==> src/rtl/seq_mag_comp_pkg.sv <==
// Shared types and sizing helpers for the iterative slice-based magnitude comparator.
package seq_mag_comp_pkg;

  typedef enum logic [1:0] {
    IDLE = 2'd0,
    CMP  = 2'd1,
    DONE = 2'd2
  } state_t;

  function automatic int slices_of(input int width);
    return width / 2;
  endfunction

  // A single slice still needs a 1-bit index so the counter has a real register.
  function automatic int idx_width(input int slices);
    return (slices > 1) ? $clog2(slices) : 1;
  endfunction

endpackage

==> src/rtl/seq_mag_comp_cmp2_slice.sv <==
// Combinational 2-bit unsigned compare with one-hot equal/less/greater outputs.
module cmp2_slice (
  input  logic [1:0] a,
  input  logic [1:0] b,
  output logic       e,
  output logic       l,
  output logic       g
);

  assign e = (a == b);
  assign l = (a < b);
  assign g = (a > b);

endmodule

==> src/rtl/seq_mag_comp.sv <==
// Sequences one 2-bit slice comparator MSB-first over latched operands,
// stopping at the first unequal slice; result returned over valid/ready.
module seq_mag_comp
  import seq_mag_comp_pkg::*;
#(
  parameter int WIDTH = 8
) (
  input  logic             clk,
  input  logic             rst_n,
  input  logic             in_valid,
  output logic             in_ready,
  input  logic [WIDTH-1:0] a_in,
  input  logic [WIDTH-1:0] b_in,
  output logic             out_valid,
  input  logic             out_ready,
  output logic             eq,
  output logic             lt,
  output logic             gt
);

  localparam int SLICES = slices_of(WIDTH);
  localparam int IDX_W  = idx_width(SLICES);
  localparam logic [IDX_W-1:0] IDX_TOP = IDX_W'(SLICES - 1);

  state_t             state_reg;
  logic [WIDTH-1:0]   a_reg;
  logic [WIDTH-1:0]   b_reg;
  logic [IDX_W-1:0]   idx_reg;
  logic               out_valid_reg;
  logic               eq_reg;
  logic               lt_reg;
  logic               gt_reg;

  logic [SLICES-1:0][1:0] a_slices;
  logic [SLICES-1:0][1:0] b_slices;
  logic [1:0]             a_sel;
  logic [1:0]             b_sel;
  logic                   slice_e;
  logic                   slice_l;
  logic                   slice_g;

  for (genvar gi = 0; gi < SLICES; gi++) begin : g_slice
    assign a_slices[gi] = a_reg[2*gi +: 2];
    assign b_slices[gi] = b_reg[2*gi +: 2];
  end

  // Decoded mux so an index value never addresses past the last slice.
  always_comb begin
    a_sel = '0;
    b_sel = '0;
    for (int i = 0; i < SLICES; i++) begin
      if (idx_reg == IDX_W'(i)) begin
        a_sel = a_slices[i];
        b_sel = b_slices[i];
      end
    end
  end

  cmp2_slice u_slice (
    .a (a_sel),
    .b (b_sel),
    .e (slice_e),
    .l (slice_l),
    .g (slice_g)
  );

  always_ff @(posedge clk or negedge rst_n) begin
    if (!rst_n) begin
      state_reg     <= IDLE;
      a_reg         <= '0;
      b_reg         <= '0;
      idx_reg       <= IDX_TOP;
      out_valid_reg <= 1'b0;
      eq_reg        <= 1'b0;
      lt_reg        <= 1'b0;
      gt_reg        <= 1'b0;
    end else begin
      case (state_reg)
        IDLE: begin
          if (in_valid) begin
            a_reg     <= a_in;
            b_reg     <= b_in;
            idx_reg   <= IDX_TOP;
            state_reg <= CMP;
          end
        end
        CMP: begin
          if (!slice_e) begin
            eq_reg        <= 1'b0;
            lt_reg        <= slice_l;
            gt_reg        <= slice_g;
            out_valid_reg <= 1'b1;
            state_reg     <= DONE;
          end else if (idx_reg == '0) begin
            eq_reg        <= 1'b1;
            lt_reg        <= 1'b0;
            gt_reg        <= 1'b0;
            out_valid_reg <= 1'b1;
            state_reg     <= DONE;
          end else begin
            idx_reg <= idx_reg - 1'b1;
          end
        end
        DONE: begin
          if (out_ready) begin
            out_valid_reg <= 1'b0;
            eq_reg        <= 1'b0;
            lt_reg        <= 1'b0;
            gt_reg        <= 1'b0;
            state_reg     <= IDLE;
          end
        end
        default: begin
          state_reg <= IDLE;
        end
      endcase
    end
  end

  assign in_ready  = (state_reg == IDLE);
  assign out_valid = out_valid_reg;
  assign eq        = eq_reg;
  assign lt        = lt_reg;
  assign gt        = gt_reg;

endmodule
==> config.mk <==
export PLATFORM = sky130hd
export DESIGN_NAME = seq_mag_comp
export DESIGN_NICKNAME = d
export VERILOG_FILES = /design/src/rtl/seq_mag_comp_pkg.sv /design/src/rtl/seq_mag_comp_cmp2_slice.sv /design/src/rtl/seq_mag_comp.sv
export SDC_FILE = /design/constraint.sdc
export NUM_CORES = 1
export LEC_CHECK = 0
export BUFFER_PORTS_ARGS = -buffer_cell sky130_fd_sc_hd__buf_2
export CORE_MARGIN = 1
export CORE_UTILIZATION = 47
export CTS_CLUSTER_DIAMETER = 50
export DETAILED_ROUTE_END_ITERATION = 8
export MAX_ROUTING_LAYER = met4
export PLACE_DENSITY = 0.7
export SYNTH_ARGS = -nofsm -noshare
export SYNTH_HDL_FRONTEND = slang
export SYNTH_SLANG_ARGS = --single-unit
==> constraint.sdc <==
create_clock -name clk -period 3.89 [get_ports clk]
set_input_delay 0.778 -clock clk [delete_from_list [all_inputs] [get_ports clk]]
set_output_delay 0.778 -clock clk [all_outputs]
set_load 0.05 [all_outputs]
After elaboration in Yosys (flattened, before gate mapping)
Cells that the tools add are included.

Muxes and demuxes: 28. Reduce and logical (&&, ||, !) cells: 8. Add/sub/neg operators: 1. $lt $le $gt $ge: 2. Equal/unequal tests: 11.

Operator list (number): 2-bit two-way mux (15); 2-bit inequality test, second input constant (4); 1-bit one-hot mux with 2 select lines (4); 1-bit two-way mux (7); 2-bit equality test, second input constant (3); 2-bit one-hot mux with 3 select lines (1); 3-bit AND reduction (2); 2-bit by 1-bit equality test with 1-bit output, second input constant (2); 2-bit logical NOT (2); 2-bit one-hot mux with 2 select lines (1); 4-bit AND reduction (1); 2-bit nonzero test (2); 3-bit inequality test, second input constant (1); 2-bit equality test (1); 2-bit > comparator (1); 2-bit less-than comparator (1); 2-bit AND reduction (1); 2-bit by 1-bit subtractor with 2-bit output, second input constant (1).

Bits of input ports: 20. Register bits after elaboration: 24. Output and inout port bits: 5.

Logic depth before layout (Yosys ltp)
Gate-level depths: netlist of the first run.

Depth after elaboration: 8. Mapped depth: 10. Mapped depth without buffers: 9.

Modules after synthesis
From an unflattened synthesis of the first run, not the netlist that was laid out.

Cell total of the unflattened synthesis: 106. Area total of the unflattened synthesis: 1258.7 um2.

Modules (own cells, without submodules): seq_mag_comp (area each 1196.1 um2, sequential area each 603.1 um2, cells an instance 97, times used 1); cmp2_slice (area each 62.6 um2, sequential area each 0.0 um2, cells an instance 9, times used 1).

Worst setup path before layout of the first run
Ideal clock, no wire load.

Path type: reg-to-reg. From: reg idx_reg[0]. To: reg lt_reg (netlist: lt). Setup slack: 1.480 ns. Stages on the path, launching flop included: 11. Period minus slack after synthesis: 2.410 ns. Arrival: 2.287 ns. Path buffers: 1. Setup time: 0.123 ns. Path through: dfstp_2 inv_1 ha_1 nor2b_1 a221oi_1 o31ai_1 ha_1 and3b_1 clkbuf_1 nor2_1 o221a_1.

Cells in the longest elaborated chain, start to end: 8. Elaborated cells on any way between the ends: 18. Those cells by class: order compare: 1; eq/ne: 5; mux: 10; reduce/logical: 2.

RTL lines: start, declared (line seq_mag_comp.sv:28) `logic [IDX_W-1:0] idx_reg;`; start signal, assigned (line seq_mag_comp.sv:101) `idx_reg <= idx_reg - 1'b1;`; 2-bit logical NOT (line seq_mag_comp.sv:52, seq_mag_comp.sv:94); 2-bit two-way mux (4 in a row) (line seq_mag_comp.sv:52) `if (idx_reg == IDX_W'(i)) begin`; 2-bit less-than comparator or 2-bit equality test (tied branches) (line seq_mag_comp_cmp2_slice.sv:11, seq_mag_comp_cmp2_slice.sv:10); 1-bit two-way mux or 3-bit inequality test (tied branches); 1-bit one-hot mux with 2 select lines or 3-bit AND reduction (tied branches); end signal, assigned (line seq_mag_comp.sv:90) `lt_reg <= slice_l;`; end, declared (line seq_mag_comp.sv:31) `logic lt_reg;`.

Parallel ways exist; a longest one is shown, timed or not. A chain may end at the register's enable or synchronous reset.

Worst setup path in the final report of the first run
Same ends and word-level chain as after synthesis.

==> impl_metrics.env, run 1 <==
export IMPL_ant_nets=0
export IMPL_grt_pass1_vias=814
export IMPL_core_region_area_um2=2500
export IMPL_relSlewSlack_pct=64.9
export IMPL_clockBufferDepth=2
export IMPL_max_slew_worst_pin_slew_ns=0.526
export IMPL_die_area_um2=2900
export IMPL_ys_ff_latch=24
export IMPL_clock_sinks=24
export IMPL_fill_cells=220
export IMPL_power_uw=1240
export IMPL_syn_area_um2=1260
export IMPL_boundaryPins=25
export IMPL_hold_path_class="input pin to async pin"
export IMPL_overflow=0
export IMPL_maxCapViolations=0
export IMPL_postCtsSetupBuffers=0
export IMPL_report_final_slew_viol_count=0
export IMPL_crit_arrival_ns=2.83
export IMPL_gp_congestion=0.912
export IMPL_cts_resized=0
export IMPL_grt_max_degree=25
export IMPL_fmaxAchievable_ghz=0.384
export IMPL_tritoncts="done"
export IMPL_grtUsageTotal_pct=17.4
export IMPL_final_nets=154
export IMPL_reg2reg_from="idx_reg[0]"
export IMPL_leakagePower_uw=0.000698
export IMPL_post_synth_top_area_cell="dfrtp_1"
export IMPL_syn_avg_cell_area_um2=12.2
export IMPL_clk_latency_ns=0.31
export IMPL_cp_start_kind="flop"
export IMPL_finalHoldViolCount=0
export IMPL_synthesis_nets=130
export IMPL_path_cells="inv_1 > ha_1 > nor2b_1 > a221oi_1 > o31ai_1 > ha_1 > and3b_1 > nor2_1 > o221a_1"
export IMPL_crit_top_cell="ha_1"
export IMPL_outcome="finished clean"
export IMPL_crit_slowest_cell="dfstp_2"
export IMPL_crit_path_max_fanout=7
export IMPL_cts_root_buf="clkbuf_4"
export IMPL_drive_above_1_share_pct=33.1
export IMPL_die_x_um=53.9
export IMPL_power_density_nw_per_um2=878
export IMPL_wl_per_cell_um=14.2
export IMPL_yosysSeqAreaShare_pct=47.7
export IMPL_endpoint_kind="flop"
export IMPL_dr_first_iter_drc_count=13
export IMPL_dieHeight_um=53.9
export IMPL_initial_utilization_pct=50.6
export IMPL_endpoint="lt"
export IMPL_grt_pass1_wl_mm=3.53
export IMPL_rr_endpoint="lt"
export IMPL_cts_made_buffers=3
export IMPL_hpwl_mm=1.66
export IMPL_rrSetupSlack_ns=1.28
export IMPL_drt_pass1_iter_count=4
export IMPL_required_ns=4.11
export IMPL_synth_top_area_share_pct=43.5
export IMPL_vias=875
export IMPL_drc=0
export IMPL_ys_warn_count=0
export IMPL_h_tree_depth=1
export IMPL_rsz0062_at_grt="false"
export IMPL_post_route_period_util_pct=67.0
export IMPL_rows=18
export IMPL_syn_inst=104
export IMPL_synthTopCellsByArea="dfrtp_1, mux2_4, mux2_1, ha_1, dfstp_2"
export IMPL_synthToLayoutAreaGrowth_pct=12.1
export IMPL_clk_pin_slew_ns=0.14
export IMPL_ys_types=34
export IMPL_antenna_found_initial=0
export IMPL_crit_type="flop to flop"
export IMPL_finClkSkew_ns=0.00667
export IMPL_drt_total_wl_mm=2.23
export IMPL_finalSetupTns_ns=0
export IMPL_final_setup_viol_count=0
export IMPL_viasPerCell=5.57
export IMPL_fin_crit_ns=2.61
export IMPL_r2r_cells=9
export IMPL_vdd_drop_max_mv=0.534
export IMPL_crit_start="idx_reg[0]"
export IMPL_hold_buffers=0
export IMPL_io_buffers=24
export IMPL_slowest_delay_ns=0.60
export IMPL_antennaDiodeCount=0
## cells by family after synthesis
group | Yosys count | synth area share (%)
AO/OA/AOI/OAI | 30 | 16.7
flip-flops | 24 | 47.7
adder cells (fa/ha/maj) | 6 | 5.93
buffers and inverters | 10 | 4.75
AND/OR/NAND/NOR | 18 | 8.01
multiplexers | 16 | 16.9
## synth_stat cells
cell and instances:
ha_1 6, a221oi_1 2, inv_1 5, o221a_1 1
and2b_1 1, buf_8 1, o21ai_0 2, a21oi_1 6
nor2b_1 4, a21o_1 3, clkbuf_1 2, o21ba_2 1
buf_4 1, buf_6 1, o21bai_1 1, o21ai_1 1
o31ai_1 3, and2_4 1, mux2_1 7, nand2_1 6
dfrtp_1 22, nand2b_1 3, mux2_4 9, a221o_1 1
dfstp_2 2, a211oi_1 1, o21a_1 1, nor2_2 1
o211a_1 1, nor2_1 1, and3b_1 1, a22oi_1 2
o22ai_1 2, a31oi_1 2
## final cells by class
cell class              instances  area (µm²)  area share, %
multi-input cells              70         602           42.5
clock buffers                   4        36.3           2.56
well taps                      30        37.5           2.65
flip-flops and latches         24         603           42.5
repair buffers                 24         120           8.47
inverters                       5        18.8           1.32
## report_power, final
group          internal [µW]  switching (µW)
registers                371            88.5
clock network           57.1            74.9
logic                    309             344
## cells in the final DEF, fill, tap and decap left out, types with 4 or more instances in the layout
cell type  instances
nor2b_1            4
ha_1               6
a21oi_1            6
inv_1              5
buf_2             24
mux2_1             7
mux2_4             9
dfrtp_1           22
nand2_1            6
## stage by stage
step	worst slack (ns)	hold WS [ns]	instance area, µm²	cells	util [%]
after global routing	1.16	0.454	1420	157	56.7
after detailed placement	1.36	0.480	1380	153	55.3
after CTS	1.31	0.440	1420	157	56.7
final	1.28	0.420	1420	157	56.7
after global placement	1.39	0.476	1380	153	55.3
after floorplan	1.48	0.458	1260	104	-
## worst min path at each step
stage	endpoint	slack, ns
final	out_valid	0.42
after global routing	a_reg[4]	0.45
after CTS	a_reg[4]	0.44
after detailed placement	b_reg[4]	0.48
after global placement	b_reg[5]	0.48
after floorplan	a_reg[0]	0.46
## worst max-delay path: cells and delay by family (launching register included)
| family | cells | cell delay (ns) |
|---|---|---|
| AO/OA/AOI/OAI | 3 | 0.67 |
| flip-flops | 1 | 0.60 |
| adder cells (fa/ha/maj) | 2 | 0.59 |
| AND/OR/NAND/NOR | 3 | 0.56 |
| buffers and inverters | 1 | 0.07 |
## per-layer routing
metal / GRT usage [%] / vias to the layer above / part of all wire [%] / wire (µm)
met5: - / - / 0 / 0
met4: 5.26 / 0 / 1.1 / 25
met3: 2.54 / 4 / 4.2 / 94
met2: 26.5 / 23 / 46 / 1030
met1: 23.8 / 426 / 48 / 1070
li1: - / 422 / - / -
(Power assumes the default switching activity.)
==> inputs of run 2 (changes only) <==
Clock period 3.89 ns to 2.6 ns, I/O delays scaled along.
==> run 2 against run 1 <==
Sequential share of layout area decreased by 0.88 points. Clock skew about the same. Power increased by 55%. Cell count increased by 1.3%. Fmax increased by 3.8%. Global-route usage unchanged. Count of clock-buffer cells in the layout unchanged. Die area unchanged. Largest power group unchanged. Register-to-register slack got worse by 1.2 ns.
==> impl_metrics.env, run 2 (synthesis results as in run 1) <==
export IMPL_dp_slack_ns=0.0664
export IMPL_vdd_drop_max_mv=0.815
export IMPL_fin_crit_ns=2.51
export IMPL_required_ns=2.82
export IMPL_clk_pin_slew_ns=0.13
export IMPL_slowest_delay_ns=0.60
export IMPL_relSlewSlack_pct=65.0
export IMPL_die_area_um2=2900
export IMPL_cp_start_kind="flop"
export IMPL_dr_first_iter_drc_count=4
export IMPL_r2r_cells=9
export IMPL_rows=18
export IMPL_grt_max_degree=25
export IMPL_tritoncts="done"
export IMPL_finClkSkew_ns=0.00627
export IMPL_synthToLayoutAreaGrowth_pct=14.4
export IMPL_final_common_cell="buf_2"
export IMPL_max_slew_worst_pin_slew_ns=0.526
export IMPL_drt_pass1_iter_count=4
export IMPL_overflow=0
export IMPL_endpoint="lt"
export IMPL_gp_congestion=0.912
export IMPL_drive_above_1_share_pct=38.0
export IMPL_cts_made_buffers=3
export IMPL_fill_cells=218
export IMPL_core_region_area_um2=2500
export IMPL_boundaryPins=25
export IMPL_crit_type="flop to flop"
export IMPL_grt_pass1_vias=814
export IMPL_clockBufferDepth=2
export IMPL_leakagePower_uw=0.000705
export IMPL_drt_total_wl_mm=2.28
export IMPL_hold_path_class="input pin to async pin"
export IMPL_crit_path_max_fanout=7
export IMPL_power_density_nw_per_um2=1330
export IMPL_ant_nets=0
export IMPL_rsz0062_at_grt="false"
export IMPL_vias=892
export IMPL_final_cell_mix="buf_2, dfrtp_1, mux2_4"
export IMPL_wl_per_cell_um=14.3
export IMPL_h_tree_depth=1
export IMPL_antennaDiodeCount=0
export IMPL_final_nets=156
export IMPL_hold_buffers=0
export IMPL_finalHoldViolCount=0
export IMPL_crit_start="idx_reg[0]"
export IMPL_final_setup_viol_count=0
export IMPL_maxCapViolations=0
export IMPL_viasPerCell=5.61
export IMPL_dieHeight_um=53.9
export IMPL_antenna_found_initial=0
export IMPL_path_cells="inv_1 > ha_2 > nor2b_2 > a221oi_1 > o31ai_1 > ha_1 > and3b_2 > nor2_1 > o221a_1"
export IMPL_grt_pass1_wl_mm=3.53
export IMPL_report_final_slew_viol_count=0
export IMPL_reg2reg_from="idx_reg[0]"
export IMPL_outcome="finished clean"
export IMPL_drc=0
export IMPL_crit_slowest_cell="dfstp_2"
export IMPL_finalSetupTns_ns=0
export IMPL_hpwl_mm=1.66
export IMPL_clock_sinks=24
export IMPL_endpoint_kind="flop"
export IMPL_rr_endpoint="lt"
export IMPL_io_buffers=24
export IMPL_fmaxAchievable_ghz=0.398
export IMPL_die_x_um=53.9
export IMPL_grtUsageTotal_pct=17.4
export IMPL_finalWorstSetupSlack_ns=0.0885
export IMPL_cts_root_buf="clkbuf_4"
export IMPL_clk_latency_ns=0.31
export IMPL_rrSetupSlack_ns=0.09
export IMPL_final_util_pct=57.9
export IMPL_initial_utilization_pct=50.6
export IMPL_post_route_period_util_pct=96.6
export IMPL_crit_arrival_ns=2.73
## run 2: cell types whose count changed in the layout (fill, tap and decap cells not counted), sizes merged
cell / previous run / this run
buf: 24 / 26
## run 2: cell type report
type,instances,area (µm²),share of cell area [%]
Multi-Input combinational cell,70,617,42.6
Sequential cell,24,603,41.7
Timing Repair Buffer,26,135,9.33
Tap cell,30,37.5,2.59
Clock buffer,4,36.3,2.51
Inverter,5,18.8,1.30
## run 2: worst min path at each step
stage                   from  endpoint  slack [ns]  depth (start not counted)
floorplan              rst_n  a_reg[0]        0.22                          0
global placement    b_reg[5]  b_reg[5]        0.48                          1
detailed placement  b_reg[4]  b_reg[4]        0.48                          1
CTS                    rst_n  a_reg[4]        0.18                          1
global route           rst_n  a_reg[4]        0.20                          1
finish                 rst_n        gt        0.16                          1
## run 2: metrics by stage
stage	hold WS (ns)	instance area [µm²]	cells	power [µW]
CTS	0.182	1420	157	1870
finish	0.163	1450	159	1930
global route	0.196	1450	159	2070
global placement	0.476	1380	153	1650
floorplan	0.224	1260	104	1500
detailed placement	0.480	1380	153	1670
## run 2: power breakdown
| group | internal [µW] | switching [µW] |
|---|---|---|
| clock | 85.5 | 111 |
| sequential | 555 | 134 |
| combinational | 509 | 536 |
## run 2: critical path: cells and delay by family, from the launching register on
| kind | cells | cell delay, ns |
|---|---|---|
| compound gates | 3 | 0.67 |
| buf+inv | 1 | 0.08 |
| fa+ha+maj | 2 | 0.56 |
| simple gates | 3 | 0.51 |
| flops | 1 | 0.60 |
## run 2: metal layers
| metal | GRT usage, % | wire (µm) | vias to the layer above | part of all wire (%) |
|---|---|---|---|---|
| met5 | - | 0 | - | 0 |
| met1 | 23.8 | 1100 | 432 | 48 |
| met3 | 2.54 | 97 | 4 | 4.3 |
| met4 | 5.26 | 23 | 0 | 1.0 |
| li1 | - | - | 431 | - |
| met2 | 26.5 | 1060 | 25 | 47 |
## run 2: repair_timing
action	in CTS	in global routing
resized for setup	0	5
buffers inserted	0	2
hold endpoints to repair	0	0
setup endpoints to repair	0	6
